`src/rtl/sum4b_arb2.sv`:
```
// sum4b_arb2 -- two-port round-robin arbiter sharing one 4-bit adder.
//
// Purpose:
//   Two independent requesters present operand pairs over valid/ready.
//   At most one request is granted per cycle. The granted operands drive a
//   single sum4b adder. The result is held in that port's response register,
//   which has its own valid/ready handshake toward the consumer.
//
// Ports:
//   clk, rst                  clock, synchronous active-high reset
//   req0_valid/ready/a/b      requester 0 handshake and 4-bit operands
//   req1_valid/ready/a/b      requester 1 handshake and 4-bit operands
//   rsp0_valid/ready/sum/cout response 0 handshake, 4-bit sum and carry
//   rsp1_valid/ready/sum/cout response 1 handshake, 4-bit sum and carry
//   gnt_cnt0, gnt_cnt1        saturating 8-bit accepted-request counters
//
// Parameter:
//   PRIO_INIT                 port that wins the first contest after reset

// Plain 4-bit unsigned adder with carry-in fixed at 0.
module sum4b (
  input  logic [3:0] a,
  input  logic [3:0] b,
  output logic [3:0] sum,
  output logic       cout
);

  assign {cout, sum} = {1'b0, a} + {1'b0, b};

endmodule

module sum4b_arb2 #(
  parameter logic PRIO_INIT = 1'b0
) (
  input  logic       clk,
  input  logic       rst,

  input  logic       req0_valid,
  output logic       req0_ready,
  input  logic [3:0] req0_a,
  input  logic [3:0] req0_b,

  input  logic       req1_valid,
  output logic       req1_ready,
  input  logic [3:0] req1_a,
  input  logic [3:0] req1_b,

  output logic       rsp0_valid,
  input  logic       rsp0_ready,
  output logic [3:0] rsp0_sum,
  output logic       rsp0_cout,

  output logic       rsp1_valid,
  input  logic       rsp1_ready,
  output logic [3:0] rsp1_sum,
  output logic       rsp1_cout,

  output logic [7:0] gnt_cnt0,
  output logic [7:0] gnt_cnt1
);

  // Pointer to the port granted most recently; the other port wins a tie.
  logic       last;

  logic       elig0;
  logic       elig1;
  logic       gnt0;
  logic       gnt1;

  logic [3:0] add_a;
  logic [3:0] add_b;
  logic [3:0] add_sum;
  logic       add_cout;

  // A port may only be granted if its response slot is empty or is being
  // drained in this same cycle, so a new result never overwrites an unread one.
  assign elig0 = req0_valid & (~rsp0_valid | rsp0_ready);
  assign elig1 = req1_valid & (~rsp1_valid | rsp1_ready);

  // Grant decision. Reset suppresses every grant so nothing is captured or
  // counted while rst is high.
  always_comb begin
    gnt0 = 1'b0;
    gnt1 = 1'b0;
    if (!rst) begin
      if (elig0 && elig1) begin
        gnt0 = last;
        gnt1 = ~last;
      end else begin
        gnt0 = elig0;
        gnt1 = elig1;
      end
    end
  end

  assign req0_ready = gnt0;
  assign req1_ready = gnt1;

  // Operand mux for the shared adder. Idle cycles feed zeros so the adder
  // inputs do not toggle with whatever an ungranted requester presents.
  always_comb begin
    add_a = 4'd0;
    add_b = 4'd0;
    if (gnt0) begin
      add_a = req0_a;
      add_b = req0_b;
    end else if (gnt1) begin
      add_a = req1_a;
      add_b = req1_b;
    end
  end

  sum4b u_sum4b (
    .a    (add_a),
    .b    (add_b),
    .sum  (add_sum),
    .cout (add_cout)
  );

  // Round-robin pointer. Reset loads the complement of PRIO_INIT so that
  // PRIO_INIT is the winner of the first contested cycle.
  always_ff @(posedge clk) begin
    if (rst) begin
      last <= ~PRIO_INIT;
    end else if (gnt0) begin
      last <= 1'b0;
    end else if (gnt1) begin
      last <= 1'b1;
    end
  end

  // Response register 0. A grant takes precedence over a pop, which lets a
  // pop and a refill happen in the same cycle without a bubble.
  always_ff @(posedge clk) begin
    if (rst) begin
      rsp0_valid <= 1'b0;
      rsp0_sum   <= 4'd0;
      rsp0_cout  <= 1'b0;
    end else if (gnt0) begin
      rsp0_valid <= 1'b1;
      rsp0_sum   <= add_sum;
      rsp0_cout  <= add_cout;
    end else if (rsp0_ready) begin
      rsp0_valid <= 1'b0;
    end
  end

  // Response register 1, same behaviour as port 0.
  always_ff @(posedge clk) begin
    if (rst) begin
      rsp1_valid <= 1'b0;
      rsp1_sum   <= 4'd0;
      rsp1_cout  <= 1'b0;
    end else if (gnt1) begin
      rsp1_valid <= 1'b1;
      rsp1_sum   <= add_sum;
      rsp1_cout  <= add_cout;
    end else if (rsp1_ready) begin
      rsp1_valid <= 1'b0;
    end
  end

  // Grant counters stick at 255 rather than wrapping.
  always_ff @(posedge clk) begin
    if (rst) begin
      gnt_cnt0 <= 8'd0;
      gnt_cnt1 <= 8'd0;
    end else begin
      if (gnt0 && (gnt_cnt0 != 8'hFF)) begin
        gnt_cnt0 <= gnt_cnt0 + 8'd1;
      end
      if (gnt1 && (gnt_cnt1 != 8'hFF)) begin
        gnt_cnt1 <= gnt_cnt1 + 8'd1;
      end
    end
  end

endmodule
```
`config.mk`:
```
export PLATFORM = sky130hd
export DESIGN_NAME = sum4b_arb2
export DESIGN_NICKNAME = d
export VERILOG_FILES = /design/src/rtl/sum4b_arb2.sv
export SDC_FILE = /design/constraint.sdc
export NUM_CORES = 1
export LEC_CHECK = 0
export CAP_MARGIN = 15
export CORE_MARGIN = 8
export CORE_UTILIZATION = 40
export CTS_BUF_LIST = sky130_fd_sc_hd__clkbuf_8 sky130_fd_sc_hd__clkbuf_16
export DETAILED_ROUTE_END_ITERATION = 8
export GPL_ROUTABILITY_DRIVEN = 0
export PLACE_DENSITY = 0.72
export SKIP_LAST_GASP = 1
export SYNTH_ARGS = -nofsm -noshare
export SYNTH_HDL_FRONTEND = slang
export SYNTH_HIERARCHICAL = 1
export SYNTH_SLANG_ARGS = --single-unit
```
`constraint.sdc`:
```
create_clock -name clk -period 3.3 [get_ports clk]
set_clock_uncertainty 0.2 [all_clocks]
set_input_delay 0.66 -clock clk [delete_from_list [all_inputs] [get_ports clk]]
set_output_delay 0.66 -clock clk [all_outputs]
set_load 0.01 [all_outputs]
```
==> flow_summary.yaml, run 1 <==
drt:
  viasPerCell: 5.10
  drc: 0
  firstDrtPassIters: 4
  routed_wl_mm: 3.85
  drtAntennaViolNets: 0
  drtIter0Drc: 76
  routedWlPerCell_um: 14.2
  vias: 1376
global_route:
  grt_pass1_wl_mm: 6.64
  grtUsageTotal: 0.137
  grt_start_max_net_pins: 23
  antenna_found_initial: 0
  grt_pass1_vias: 1404
  grt_overflow_total: 0
sta:
  worst_pin_slew_ns: 0.510
  min_period_ns: 3.22
  maxSlewViolCount: 0
  period_share: 0.975
  slew_headroom: 0.658
  setup_viol: 0
  final_hold_viol_count: 0
  fmaxAchievable_mhz: 311
  rsz0062_at_grt: "no"
worst_hold_path:
  hold-path-cell-count: 2
  holdPathEnd: "rsp0_sum[3]$_SDFFE_PP0P_"
  min_path_type: "reg2reg"
  hp-start: "rsp0_sum[3]$_SDFFE_PP0P_"
power_and_ir_drop:
  p_leak_nw: 0.870
  fin_total_pwr_mw: 0.810
  vdd.ir_drop.worst_mv: 0.187
  power_density_nw_per_um2: 373
cells_and_area:
  multi_input_area_um2: 843
  final-seq-area_um2: 581
  post-route-cell-area_um2: 2170
  final_layout_size_suffix_gt1_frac: 0.117
  nets: 250
  fillers: 326
  area_growth_syn_to_layout_pct: 46.7
  diodes: 0
setup_path:
  worstPathRequired_ns: 2.44
  crit_slowest_cell: "clkdlybuf4s50_1"
  cp.arrival_ns: 2.36
  reg2reg_depth: 12
  crit_path_start_kind: "input port"
  r2r_end: "rsp1_cout$_SDFFE_PP0P_"
  reg2reg_from: "rsp1_valid$_SDFFE_PP0P_"
  slowest_delay_ns: 0.56
  cp_num_cells: 5
  crit_chain: "clkdlybuf4s50_1 -> nand2b_4 -> a311o_1 -> nor2_4 -> clkdlybuf4s50_1"
  r2r_setup_slack_ns: 0.74
  path_buf_inv: 2
  crit_family: "buffers and inverters"
  cp-end-kind: "output pin"
  criticalPathCategory: "in2out"
  critPathMostFrequentCell: "clkdlybuf4s50_1"
  path_max_fanout: 6
synthesis:
  syn_avg_cell_area_um2: 9.25
  synthTopCellsByArea: "dfxtp_1 39%, mux2i_1 6.8%, nand2_1 5.3%, ha_1 5.1%, a22o_1 4.7%"
  ys_seq_area_frac: 0.392
  synth-simple-area-share: 0.243
  synth_top_cell_by_area: "dfxtp_1"
  synth_top_area_frac: 0.392
  synth_enable_flop_cells: 0
  syn_inst: 160
  synth_mux_area_frac: 0.0676
  synth_cell_type_count: 38
  synthFlopType: "dfxtp_1"
  synthArstFlopShare: 0
  synth_compound_area_frac: 0.147
  synthTopCellsByCount: "29 x dfxtp_1, 21 x nand2_1, 15 x nor2_1"
  synth_most_common_cell: "dfxtp_1"
  synth_area_um2: 1480
  synth_top_family_by_area: "simple AND/OR/NAND/NOR gates"
  synthAdderAreaFrac: 0.0642
  ys_ff_latch: 29
  synthesis.nets: 189
  synth-xor-area-share: 0.0473
  yosys_warnings: 6
clock_network:
  cts_tree: "built"
  cts_max_path_buffers: 2
  clkLatencyLatePin_ns: 0.28
  clock-sinks: 29
  cts-root-buf: "clkbuf_8"
  htreeDepth: 2
  cts_buffers: 5
  path_clk_slew_ns: 0.06
place:
  port_buffers: 51
  hpwlAfterDp_mm: 3.06
  place_area_um2: 2080
floorplanning:
  core_um2: 3610
  ios: 52
  dieArea_um2: 5900
  start_util: 0.410
  dieHeight_um: 76.8
  rows: 22
  fp.dieW_um: 76.8
outcome:
  status: "complete, no violations"
job:
  drv_cap: 0
-- flip-flops by register name, indices dropped and copies added, names as in the netlist --
register    count
gnt_cnt0        8
gnt_cnt1        8
rsp0_sum        4
rsp1_sum        4
last            1
rsp0_cout       1
rsp0_valid      1
rsp1_cout       1
rsp1_valid      1
-- worst max-delay path by stage --
stage,startpoint,endpoint
floorplan,rsp0_ready,rsp1_cout$_SDFFE_PP0P_
global placement,rsp0_ready,rsp1_cout$_SDFFE_PP0P_
detailed placement,rsp0_ready,rsp1_cout$_SDFFE_PP0P_
CTS,rsp0_ready,req1_ready
global route,rsp0_ready,req1_ready
finish,rsp0_ready,req1_ready
-- tightest hold or removal path, stage by stage (launching register included) --
cell	delay, ns
dfxtp_1	0.31
nand2_1	0.05
o21ai_1	0.05
-- power breakdown --
| group | internal, mW | leakage (nW) | switching, mW |
|---|---|---|---|
| registers | 0.365 | 0.236 | 0.0117 |
| clock network | 0.143 | 0.0491 | 0.132 |
| logic | 0.0887 | 0.585 | 0.0702 |
-- repair_timing --
item                       in CTS  in global routing
hold buffers                    0                  0
setup endpoints to repair       0                  1
gates resized for setup         0                  0
buffers inserted                0                  1
-- metrics by stage --
step           setup slack (ns)   util  TNS (ns)  hold WS, ns  instances
2_1_floorplan             0.340      -         0        0.270        160
3_3_place_gp             0.0359  0.577         0        0.235        261
3_5_place_dp            -0.0243  0.577   -0.0261        0.240        261
4_1_cts                  0.0403  0.600         0        0.249        269
5_1_grt                  0.0173  0.602         0        0.274        270
6_report                 0.0813  0.602         0        0.244        270
-- layer usage --
metal | global-route usage | wire length (µm) | share of wire
met3 | 0.0536 | 218 | 0.057
met2 | 0.247 | 2100 | 0.55
met5 | 0 | 0 | 0
met4 | 0.0577 | 9 | 0.0023
met1 | 0.135 | 1520 | 0.39
-- final cells by class --
cell class,count,share of cell area
multi-input cells,118,0.388
flip-flops and latches,29,0.267
repair buffers,60,0.266
clock buffers,5,0.0317
well taps,48,0.0277
inverters,7,0.0121
clock inverters,3,0.00634
-- kinds of logic (layout without fill, tap and decap cells) --
| kind of cell | after synthesis | in the layout |
|---|---|---|
| AOI/OAI and AO/OA | 29 | 29 |
| xor gates and xnor gates | 8 | 8 |
| adders and majority gates | 7 | 7 |
| buffers and inverters | 13 | 75 |
| DFF | 29 | 29 |
| muxes | 10 | 10 |
| and+or+nand+nor | 64 | 64 |
-- cells in the final DEF, fill, tap and decap left out, drive strengths merged, types with 3 or more instances in the layout --
master / synthesis / routed
nand3: 6 / 6
xnor2: 8 / 8
inv: 7 / 8
a21oi: 4 / 4
nor3: 4 / 4
and3: 3 / 3
buf: 1 / 9
o21ai: 6 / 6
clkdlybuf4s50: 0 / 51
ha: 6 / 6
dfxtp: 29 / 29
clkbuf: 5 / 5
nand2b: 3 / 3
nor2: 16 / 16
nand2: 21 / 21
mux2i: 10 / 10
nor4: 3 / 3
nor2b: 3 / 3
a22o: 8 / 8
Power figures use the tool's default switching activity.
==> inputs of run 2 (changes only) <==
HOLD_SLACK_MARGIN = 0.06   (was default)
==> results of run 2 <==
The final DEF is identical to that of run 1; final timing and power are the same.
==> inputs of run 3 (changes only) <==
CTS_CLUSTER_DIAMETER = 60   (was default)
SLEW_MARGIN = 20   (was default)
==> results of run 3 <==
The final DEF is identical to that of run 1; final timing and power are the same.
